===== src/rtl/tlul_a_arbiter_if.sv =====
// Bus bundle for the two-master TL-UL arbiter: packed upstream A/D channels
// plus the single downstream socket.
interface tlul_a_arbiter_if #(
  parameter int ADDR_WIDTH   = 32,
  parameter int DATA_WIDTH   = 32,
  parameter int MASK_WIDTH   = DATA_WIDTH / 8,
  parameter int SIZE_WIDTH   = 3,
  parameter int SRC_WIDTH    = 1,
  parameter int SINK_WIDTH   = 1,
  parameter int OPCODE_WIDTH = 3,
  parameter int PARAM_WIDTH  = 3
);
  // Upstream A channel, master i at slice i
  logic [1:0]                  m_a_valid;
  logic [1:0]                  m_a_ready;
  logic [2*OPCODE_WIDTH-1:0]   m_a_opcode;
  logic [2*PARAM_WIDTH-1:0]    m_a_param;
  logic [2*SIZE_WIDTH-1:0]     m_a_size;
  logic [2*SRC_WIDTH-1:0]      m_a_source;
  logic [2*ADDR_WIDTH-1:0]     m_a_address;
  logic [2*MASK_WIDTH-1:0]     m_a_mask;
  logic [2*DATA_WIDTH-1:0]     m_a_data;

  // Upstream D channel, fields broadcast to both masters
  logic [1:0]                  m_d_valid;
  logic [1:0]                  m_d_ready;
  logic [OPCODE_WIDTH-1:0]     m_d_opcode;
  logic [PARAM_WIDTH-1:0]      m_d_param;
  logic [SIZE_WIDTH-1:0]       m_d_size;
  logic [SRC_WIDTH-1:0]        m_d_source;
  logic [SINK_WIDTH-1:0]       m_d_sink;
  logic [DATA_WIDTH-1:0]       m_d_data;
  logic                        m_d_error;

  logic                        s_a_valid;
  logic                        s_a_ready;
  logic [OPCODE_WIDTH-1:0]     s_a_opcode;
  logic [PARAM_WIDTH-1:0]      s_a_param;
  logic [SIZE_WIDTH-1:0]       s_a_size;
  logic [SRC_WIDTH:0]          s_a_source;
  logic [ADDR_WIDTH-1:0]       s_a_address;
  logic [MASK_WIDTH-1:0]       s_a_mask;
  logic [DATA_WIDTH-1:0]       s_a_data;

  logic                        s_d_valid;
  logic                        s_d_ready;
  logic [OPCODE_WIDTH-1:0]     s_d_opcode;
  logic [PARAM_WIDTH-1:0]      s_d_param;
  logic [SIZE_WIDTH-1:0]       s_d_size;
  logic [SRC_WIDTH:0]          s_d_source;
  logic [SINK_WIDTH-1:0]       s_d_sink;
  logic [DATA_WIDTH-1:0]       s_d_data;
  logic                        s_d_error;

  modport slave (
    input  m_a_valid, m_a_opcode, m_a_param, m_a_size, m_a_source, m_a_address,
           m_a_mask, m_a_data, m_d_ready,
           s_a_ready,
           s_d_valid, s_d_opcode, s_d_param, s_d_size, s_d_source, s_d_sink,
           s_d_data, s_d_error,
    output m_a_ready,
           m_d_valid, m_d_opcode, m_d_param, m_d_size, m_d_source, m_d_sink,
           m_d_data, m_d_error,
           s_a_valid, s_a_opcode, s_a_param, s_a_size, s_a_source, s_a_address,
           s_a_mask, s_a_data,
           s_d_ready
  );

  modport master (
    output m_a_valid, m_a_opcode, m_a_param, m_a_size, m_a_source, m_a_address,
           m_a_mask, m_a_data, m_d_ready,
           s_a_ready,
           s_d_valid, s_d_opcode, s_d_param, s_d_size, s_d_source, s_d_sink,
           s_d_data, s_d_error,
    input  m_a_ready,
           m_d_valid, m_d_opcode, m_d_param, m_d_size, m_d_source, m_d_sink,
           m_d_data, m_d_error,
           s_a_valid, s_a_opcode, s_a_param, s_a_size, s_a_source, s_a_address,
           s_a_mask, s_a_data,
           s_d_ready
  );
endinterface


===== src/rtl/tlul_a_arbiter.sv =====
// Two-master TL-UL arbiter: round-robin A channel with stall lock, D responses
// routed by source MSB, per-master outstanding throttling and error flag.
module tlul_a_arbiter #(
  parameter int ADDR_WIDTH      = 32,
  parameter int DATA_WIDTH      = 32,
  parameter int MASK_WIDTH      = DATA_WIDTH / 8,
  parameter int SIZE_WIDTH      = 3,
  parameter int SRC_WIDTH       = 1,
  parameter int SINK_WIDTH      = 1,
  parameter int OPCODE_WIDTH    = 3,
  parameter int PARAM_WIDTH     = 3,
  parameter int MAX_OUTSTANDING = 4
) (
  input  logic                  clk_100,
  input  logic                  reset_n,
  tlul_a_arbiter_if.slave       bus,
  output logic [7:0]            outstanding,
  output logic                  err_unexpected_d
);

  localparam logic [3:0] CNT_MAX = 4'(MAX_OUTSTANDING);

  typedef enum logic {ARB, HOLD} state_e;

  state_e     state_q, state_d;
  logic       rr_ptr_q, rr_ptr_d;
  logic       locked_idx_q, locked_idx_d;
  logic [3:0] cnt_q [2];
  logic [3:0] cnt_d [2];
  logic       err_q, err_d;

  logic [1:0] elig;
  logic       grant;
  logic       a_vld;
  logic       a_hs;
  logic [1:0] a_rdy;
  logic       d_idx;
  logic       d_hs;

  always_comb begin
    for (int i = 0; i < 2; i++) begin
      elig[i] = bus.m_a_valid[i] && (cnt_q[i] < CNT_MAX);
    end
  end

  // Once a request is presented and stalled, the lock keeps it on the socket
  // until accepted so the downstream sees stable valid/payload.
  always_comb begin
    state_d      = state_q;
    locked_idx_d = locked_idx_q;
    rr_ptr_d     = rr_ptr_q;
    grant        = rr_ptr_q;
    a_vld        = 1'b0;
    case (state_q)
      ARB: begin
        a_vld = reset_n && (|elig);
        if (!elig[rr_ptr_q] && elig[~rr_ptr_q]) grant = ~rr_ptr_q;
        if (a_vld && !bus.s_a_ready) begin
          state_d      = HOLD;
          locked_idx_d = grant;
        end
      end
      HOLD: begin
        grant = locked_idx_q;
        a_vld = reset_n && bus.m_a_valid[locked_idx_q];
        if (bus.s_a_ready) state_d = ARB;
      end
      default: state_d = ARB;
    endcase
    if (a_vld && bus.s_a_ready) rr_ptr_d = ~grant;
  end

  assign a_hs = a_vld && bus.s_a_ready;

  always_comb begin
    a_rdy        = 2'b00;
    a_rdy[grant] = a_vld && bus.s_a_ready;
  end

  assign bus.m_a_ready   = a_rdy;
  assign bus.s_a_valid   = a_vld;
  assign bus.s_a_opcode  = grant ? bus.m_a_opcode[OPCODE_WIDTH +: OPCODE_WIDTH]
                                 : bus.m_a_opcode[0 +: OPCODE_WIDTH];
  assign bus.s_a_param   = grant ? bus.m_a_param[PARAM_WIDTH +: PARAM_WIDTH]
                                 : bus.m_a_param[0 +: PARAM_WIDTH];
  assign bus.s_a_size    = grant ? bus.m_a_size[SIZE_WIDTH +: SIZE_WIDTH]
                                 : bus.m_a_size[0 +: SIZE_WIDTH];
  assign bus.s_a_address = grant ? bus.m_a_address[ADDR_WIDTH +: ADDR_WIDTH]
                                 : bus.m_a_address[0 +: ADDR_WIDTH];
  assign bus.s_a_mask    = grant ? bus.m_a_mask[MASK_WIDTH +: MASK_WIDTH]
                                 : bus.m_a_mask[0 +: MASK_WIDTH];
  assign bus.s_a_data    = grant ? bus.m_a_data[DATA_WIDTH +: DATA_WIDTH]
                                 : bus.m_a_data[0 +: DATA_WIDTH];
  assign bus.s_a_source  = {grant, grant ? bus.m_a_source[SRC_WIDTH +: SRC_WIDTH]
                                         : bus.m_a_source[0 +: SRC_WIDTH]};

  // The extra source MSB added on the A side names the owning master on D.
  assign d_idx             = bus.s_d_source[SRC_WIDTH];
  assign bus.m_d_valid     = (reset_n && bus.s_d_valid) ? (d_idx ? 2'b10 : 2'b01) : 2'b00;
  assign bus.s_d_ready     = reset_n && bus.m_d_ready[d_idx];
  assign d_hs              = bus.s_d_valid && bus.s_d_ready;
  assign bus.m_d_opcode    = bus.s_d_opcode;
  assign bus.m_d_param     = bus.s_d_param;
  assign bus.m_d_size      = bus.s_d_size;
  assign bus.m_d_source    = bus.s_d_source[SRC_WIDTH-1:0];
  assign bus.m_d_sink      = bus.s_d_sink;
  assign bus.m_d_data      = bus.s_d_data;
  assign bus.m_d_error     = bus.s_d_error;

  always_comb begin
    err_d = err_q;
    for (int i = 0; i < 2; i++) begin
      logic inc, dec;
      inc      = a_hs && (grant == 1'(i));
      dec      = d_hs && (d_idx == 1'(i));
      cnt_d[i] = cnt_q[i];
      if (inc && !dec) begin
        cnt_d[i] = cnt_q[i] + 4'd1;
      end else if (dec && !inc && (cnt_q[i] != 4'd0)) begin
        cnt_d[i] = cnt_q[i] - 4'd1;
      end
      // A response with nothing in flight is a protocol error; never underflow.
      if (dec && (cnt_q[i] == 4'd0)) err_d = 1'b1;
    end
  end

  always_ff @(posedge clk_100 or negedge reset_n) begin
    if (!reset_n) begin
      state_q      <= ARB;
      rr_ptr_q     <= 1'b0;
      locked_idx_q <= 1'b0;
      cnt_q[0]     <= 4'd0;
      cnt_q[1]     <= 4'd0;
      err_q        <= 1'b0;
    end else begin
      state_q      <= state_d;
      rr_ptr_q     <= rr_ptr_d;
      locked_idx_q <= locked_idx_d;
      cnt_q[0]     <= cnt_d[0];
      cnt_q[1]     <= cnt_d[1];
      err_q        <= err_d;
    end
  end

  assign outstanding      = {cnt_q[1], cnt_q[0]};
  assign err_unexpected_d = err_q;

endmodule

===== src/flat_wrapper.sv =====
// flat-port wrapper written by rule: the top's interface ports become plain ports
module tlul_a_arbiter_flat 
#(
  parameter int ADDR_WIDTH      = 32,
  parameter int DATA_WIDTH      = 32,
  parameter int MASK_WIDTH      = DATA_WIDTH / 8,
  parameter int SIZE_WIDTH      = 3,
  parameter int SRC_WIDTH       = 1,
  parameter int SINK_WIDTH      = 1,
  parameter int OPCODE_WIDTH    = 3,
  parameter int PARAM_WIDTH     = 3,
  parameter int MAX_OUTSTANDING = 4
)
  (clk_100, reset_n, outstanding, err_unexpected_d, bus_m_a_valid, bus_m_a_opcode, bus_m_a_param, bus_m_a_size, bus_m_a_source, bus_m_a_address, bus_m_a_mask, bus_m_a_data, bus_m_d_ready, bus_s_a_ready, bus_s_d_valid, bus_s_d_opcode, bus_s_d_param, bus_s_d_size, bus_s_d_source, bus_s_d_sink, bus_s_d_data, bus_s_d_error, bus_m_a_ready, bus_m_d_valid, bus_m_d_opcode, bus_m_d_param, bus_m_d_size, bus_m_d_source, bus_m_d_sink, bus_m_d_data, bus_m_d_error, bus_s_a_valid, bus_s_a_opcode, bus_s_a_param, bus_s_a_size, bus_s_a_source, bus_s_a_address, bus_s_a_mask, bus_s_a_data, bus_s_d_ready);
  tlul_a_arbiter_if #(.ADDR_WIDTH(ADDR_WIDTH), .DATA_WIDTH(DATA_WIDTH), .MASK_WIDTH(MASK_WIDTH), .SIZE_WIDTH(SIZE_WIDTH), .SRC_WIDTH(SRC_WIDTH), .SINK_WIDTH(SINK_WIDTH), .OPCODE_WIDTH(OPCODE_WIDTH), .PARAM_WIDTH(PARAM_WIDTH)) bus_i ();
  input  logic clk_100;
  input  logic reset_n;
  output logic [7:0] outstanding;
  output logic err_unexpected_d;
  input wire logic [$bits(bus_i.m_a_valid)-1:0] bus_m_a_valid;
  input wire logic [$bits(bus_i.m_a_opcode)-1:0] bus_m_a_opcode;
  input wire logic [$bits(bus_i.m_a_param)-1:0] bus_m_a_param;
  input wire logic [$bits(bus_i.m_a_size)-1:0] bus_m_a_size;
  input wire logic [$bits(bus_i.m_a_source)-1:0] bus_m_a_source;
  input wire logic [$bits(bus_i.m_a_address)-1:0] bus_m_a_address;
  input wire logic [$bits(bus_i.m_a_mask)-1:0] bus_m_a_mask;
  input wire logic [$bits(bus_i.m_a_data)-1:0] bus_m_a_data;
  input wire logic [$bits(bus_i.m_d_ready)-1:0] bus_m_d_ready;
  input wire logic [$bits(bus_i.s_a_ready)-1:0] bus_s_a_ready;
  input wire logic [$bits(bus_i.s_d_valid)-1:0] bus_s_d_valid;
  input wire logic [$bits(bus_i.s_d_opcode)-1:0] bus_s_d_opcode;
  input wire logic [$bits(bus_i.s_d_param)-1:0] bus_s_d_param;
  input wire logic [$bits(bus_i.s_d_size)-1:0] bus_s_d_size;
  input wire logic [$bits(bus_i.s_d_source)-1:0] bus_s_d_source;
  input wire logic [$bits(bus_i.s_d_sink)-1:0] bus_s_d_sink;
  input wire logic [$bits(bus_i.s_d_data)-1:0] bus_s_d_data;
  input wire logic [$bits(bus_i.s_d_error)-1:0] bus_s_d_error;
  output wire logic [$bits(bus_i.m_a_ready)-1:0] bus_m_a_ready;
  output wire logic [$bits(bus_i.m_d_valid)-1:0] bus_m_d_valid;
  output wire logic [$bits(bus_i.m_d_opcode)-1:0] bus_m_d_opcode;
  output wire logic [$bits(bus_i.m_d_param)-1:0] bus_m_d_param;
  output wire logic [$bits(bus_i.m_d_size)-1:0] bus_m_d_size;
  output wire logic [$bits(bus_i.m_d_source)-1:0] bus_m_d_source;
  output wire logic [$bits(bus_i.m_d_sink)-1:0] bus_m_d_sink;
  output wire logic [$bits(bus_i.m_d_data)-1:0] bus_m_d_data;
  output wire logic [$bits(bus_i.m_d_error)-1:0] bus_m_d_error;
  output wire logic [$bits(bus_i.s_a_valid)-1:0] bus_s_a_valid;
  output wire logic [$bits(bus_i.s_a_opcode)-1:0] bus_s_a_opcode;
  output wire logic [$bits(bus_i.s_a_param)-1:0] bus_s_a_param;
  output wire logic [$bits(bus_i.s_a_size)-1:0] bus_s_a_size;
  output wire logic [$bits(bus_i.s_a_source)-1:0] bus_s_a_source;
  output wire logic [$bits(bus_i.s_a_address)-1:0] bus_s_a_address;
  output wire logic [$bits(bus_i.s_a_mask)-1:0] bus_s_a_mask;
  output wire logic [$bits(bus_i.s_a_data)-1:0] bus_s_a_data;
  output wire logic [$bits(bus_i.s_d_ready)-1:0] bus_s_d_ready;
  assign bus_i.m_a_valid = bus_m_a_valid;
  assign bus_i.m_a_opcode = bus_m_a_opcode;
  assign bus_i.m_a_param = bus_m_a_param;
  assign bus_i.m_a_size = bus_m_a_size;
  assign bus_i.m_a_source = bus_m_a_source;
  assign bus_i.m_a_address = bus_m_a_address;
  assign bus_i.m_a_mask = bus_m_a_mask;
  assign bus_i.m_a_data = bus_m_a_data;
  assign bus_i.m_d_ready = bus_m_d_ready;
  assign bus_i.s_a_ready = bus_s_a_ready;
  assign bus_i.s_d_valid = bus_s_d_valid;
  assign bus_i.s_d_opcode = bus_s_d_opcode;
  assign bus_i.s_d_param = bus_s_d_param;
  assign bus_i.s_d_size = bus_s_d_size;
  assign bus_i.s_d_source = bus_s_d_source;
  assign bus_i.s_d_sink = bus_s_d_sink;
  assign bus_i.s_d_data = bus_s_d_data;
  assign bus_i.s_d_error = bus_s_d_error;
  assign bus_m_a_ready = bus_i.m_a_ready;
  assign bus_m_d_valid = bus_i.m_d_valid;
  assign bus_m_d_opcode = bus_i.m_d_opcode;
  assign bus_m_d_param = bus_i.m_d_param;
  assign bus_m_d_size = bus_i.m_d_size;
  assign bus_m_d_source = bus_i.m_d_source;
  assign bus_m_d_sink = bus_i.m_d_sink;
  assign bus_m_d_data = bus_i.m_d_data;
  assign bus_m_d_error = bus_i.m_d_error;
  assign bus_s_a_valid = bus_i.s_a_valid;
  assign bus_s_a_opcode = bus_i.s_a_opcode;
  assign bus_s_a_param = bus_i.s_a_param;
  assign bus_s_a_size = bus_i.s_a_size;
  assign bus_s_a_source = bus_i.s_a_source;
  assign bus_s_a_address = bus_i.s_a_address;
  assign bus_s_a_mask = bus_i.s_a_mask;
  assign bus_s_a_data = bus_i.s_a_data;
  assign bus_s_d_ready = bus_i.s_d_ready;
  tlul_a_arbiter #(.ADDR_WIDTH(ADDR_WIDTH), .DATA_WIDTH(DATA_WIDTH), .MASK_WIDTH(MASK_WIDTH), .SIZE_WIDTH(SIZE_WIDTH), .SRC_WIDTH(SRC_WIDTH), .SINK_WIDTH(SINK_WIDTH), .OPCODE_WIDTH(OPCODE_WIDTH), .PARAM_WIDTH(PARAM_WIDTH), .MAX_OUTSTANDING(MAX_OUTSTANDING)) u_core (.clk_100(clk_100), .reset_n(reset_n), .bus(bus_i), .outstanding(outstanding), .err_unexpected_d(err_unexpected_d));
endmodule

===== config.mk =====
export PLATFORM = sky130hd
export DESIGN_NAME = tlul_a_arbiter_flat
export DESIGN_NICKNAME = d
export VERILOG_FILES = /design/src/rtl/tlul_a_arbiter_if.sv /design/src/rtl/tlul_a_arbiter.sv /design/src/flat_wrapper.sv
export SDC_FILE = /design/constraint.sdc
export NUM_CORES = 1
export LEC_CHECK = 0
export BUFFER_PORTS_ARGS = -buffer_cell sky130_fd_sc_hd__buf_2
export CAP_MARGIN = 0
export CORE_AREA = 5 5 133 135
export CTS_CLUSTER_DIAMETER = 60
export DETAILED_ROUTE_END_ITERATION = 10
export DIE_AREA = 0 0 138 140
export GPL_ROUTABILITY_DRIVEN = 1
export SLEW_MARGIN = 20
export SYNTH_ARGS = -nofsm -noshare
export SYNTH_HDL_FRONTEND = slang
export SYNTH_SLANG_ARGS = --single-unit
export TNS_END_PERCENT = 50

===== constraint.sdc =====
create_clock -name clk_100 -period 2.5 [get_ports clk_100]
set_input_delay 0.5 -clock clk_100 [delete_from_list [all_inputs] [get_ports clk_100]]
set_output_delay 0.5 -clock clk_100 [all_outputs]
set_load 0.01 [all_outputs]

==> results.txt <==
MaxCap Viol Count - 0
syn avg cell area - 9.61 sq um
vias post-DR - 2805
crit-path max FO - 17
dpl hpwl - 13.4 mm
CP max stage delay - 400 ps
Power Total - 4.41 mW
die area - 19300 sq um
largest net degree at the start of global routing - 18
Netlist Area Pre-Place - 2180 sq um
RSZ-0062 raised after global routing - true
top-area cell type share of the netlist area - 35.6%
area grow syn2layout - 82.5%
Tightest Pin Transition - 423 ps
CTS tree - built
Final ANT Viol Nets - 0
H-tree Lvls - 1
Final setup violation count - 78
reg2reg end - u_core.outstanding[7]
final WL - 15.1 mm
crit-path most repeated cell - buf_12
CP Capture Type - output port
Die W - 138 um
multiplexer share of the synthesized area - 41.6%
Ports - 347
DP Area - 3590 sq um
number of global-route vias before repair - 2847
Final min period - 2640 ps
WL per Instance - 21.9 um
endpoints failing hold - 0
post-synthesis sequential area ratio - 13.8%
CP Data Arrival Time - 2140 ps
core box area - 16300 sq um
routability cong. - 0.888
CTS root buf - clkbuf_16
std cell rows - 47
largest family of logic cells by synthesized area - multiplexers
Synth Area in XOR/XNOR - 2.41%
P_leak - 2.06 nW
peak supply drop - 0.419 mV
worst endpoint required time - 2000 ps
initial antenna violation count - 3
compound-cell area share of the yosys netlist - 9.58%
initial core utilization - 13.3%
initial DRC count - 72
worst relative slew slack - 71.4%
DRT Pass-1 Iters - 4
pwr/cell area - 1110 nW/um^2
failing checks - negative setup slack
Critical R2R Launch - u_core.outstanding[7]
synth unique cells - 42
Synth Area in Simple Gates - 9.63%
Most used DFF post-synth - dfrtp_1
IO buf count - 258
GRT Total Usage - 14.1%
clk_lat worst skew - 240 ps
reg-to-reg setup timing slack - 10 ps
DRC errors left - 0
FFs w/ async S/R, synth - 100%
Setup Skew - 3.15 ps
Synth area leader - mux2_2
Seq cells post-synth - 12
slowest CP cell - dfrtp_1
Tcrit/Tclk final - 106%
post-route setup slack - -140 ps
CP cell instances - nor3b_4 -> nor2_2 -> o31ai_4 -> buf_12 -> buf_12 -> mux2_2 -> buf_2
main area contributors after synthesis - mux2_2 36%, buf_4 16%, dfrtp_1 14%
status - finished with violations
Setup crit start kind - register
post-route cell area - 3980 sq um
worst min path class - in2async
Slew Viols, Final - 0
adder-cell area share of the yosys netlist - 4.13%
clock buffer depth - 2
Clock transition at path regs - 50 ps
drt via density - 4.08
post-synthesis cell count - 227
clk sinks - 12
remaining global-route overflow - 0
syn_nets - 442
die height - 140 um
Ys Warns - 0
first-pass GRT wire length - 20.6 mm
Final Net Count - 682
Crit Path Class - reg2out
number of flops mapped to enable cells by yosys - 0
CTS buffer count - 3
Worst R2R Path Depth - 10
FMAX - 379 MHz
share of cells above drive strength 1 - 81.3%
[cells by family (layout without fill, tap and decap cells)]
logic type	after synthesis	after routing
DFF	12	12
buffers and inverters	57	296
adders and majority gates	6	6
other	0	2
and+or+nand+nor	37	37
muxes	81	81
xor gates and xnor gates	6	6
AOI/OAI and AO/OA	28	28
[cells in the final DEF (no fill, tap or decap), drive strengths merged, types with 3 or more instances in the layout]
cell type	Yosys	final
clkbuf	0	4
nor3b	3	3
ha	4	4
and3	3	3
dfrtp	12	12
nand2	11	11
buf	56	291
nor2	6	6
nand3	4	4
mux2i	3	3
o21ai	4	4
a21o	3	3
a21oi	7	7
xnor2	4	4
mux2	78	78
[per-stage QoR]
stage / std cells / util (%) / worst slack, ps / hold WS, ps / setup TNS (ps)
finish: 688 / 24.4 / -140 / 88.4 / -6490
global route: 686 / 24.3 / -226 / 93.6 / -14190
CTS: 685 / 24.0 / -167 / 88.2 / -8430
detailed placement: 677 / 22.0 / -167 / 344 / -8300
global placement: 677 / 22.0 / -148 / 343 / -6620
floorplan: 227 / - / 18.2 / 204 / 0
[registers in the layout (all words and copies together), names as in the netlist]
name / cells
u_core.outstanding: 8
u_core.rr_ptr_q: 1
u_core.locked_idx_q: 1
u_core.state_q: 1
u_core.err_unexpected_d: 1
[how the worst max path moves through the flow]
stage | slack (ps) | cells past startpoint | startpoint | end
after floorplan | 20 | 9 | bus_m_a_valid[1] | u_core.outstanding[7]
after global placement | -150 | 8 | bus_m_a_valid[1] | bus_s_a_address[25]
after detailed placement | -170 | 8 | bus_m_a_valid[1] | bus_s_a_address[25]
after CTS | -170 | 7 | u_core.outstanding[6] | bus_s_a_address[2]
after global routing | -230 | 7 | u_core.outstanding[7] | bus_s_a_address[30]
final | -140 | 7 | u_core.outstanding[7] | bus_s_a_address[30]
[cells in the mapped netlist, types with 2 or more instances]
cell type / instances
nand2_1: 11
o221ai_1: 2
fa_1: 2
mux2_1: 9
a21oi_1: 7
buf_4: 46
xnor2_1: 4
a22o_1: 2
mux2i_1: 3
a21o_1: 3
o21ai_1: 3
o2bb2ai_1: 2
and3_1: 3
xor2_1: 2
ha_1: 4
dfrtp_1: 12
o22a_1: 2
buf_2: 8
nand3_1: 4
nor2b_1: 2
mux2_2: 69
buf_6: 2
nor2_1: 5
nor3b_2: 2
[per-layer routing]
metal  GRT usage, %  vias to the layer above  routed length [um]
li1               -                     1264                   -
met1           17.2                     1299                6160
met2           20.5                      224                6310
met3           9.92                       16                2350
met4           2.55                        2                 233
met5              0                        -                  13
[where the power goes]
group | internal, mW | switching [mW]
clock | 0.242 | 0.0850
sequential | 0.282 | 0.122
combinational | 1.97 | 1.71
total | 2.49 | 1.91
[final cells by class]
cell class | count | area, sq um
fillers | 1802 | 12400
repair buffers | 291 | 1730
multi-input cells | 158 | 1580
flip-flops and latches | 12 | 300
well taps | 220 | 275
clock buffers | 4 | 88.8
diodes | 2 | 5.00
inverters | 1 | 3.75
[worst max-delay path: cells and delay by family (launching register included)]
kind	cells	cell delay [ps]
and+or+nand+nor	2	340
AOI/OAI and AO/OA	1	270
buffers and inverters	3	500
muxes	1	360
DFF	1	400
[timing repair]
action                     4_1_cts  5_1_grt
cloned                           0        0
hold buffers                     0        0
resized for setup               43       11
pin swaps                        3        1
setup endpoints to repair       78       81
setup buffers                    4        1
hold endpoints to repair         0        0
Power figures use the tool's default switching activity.
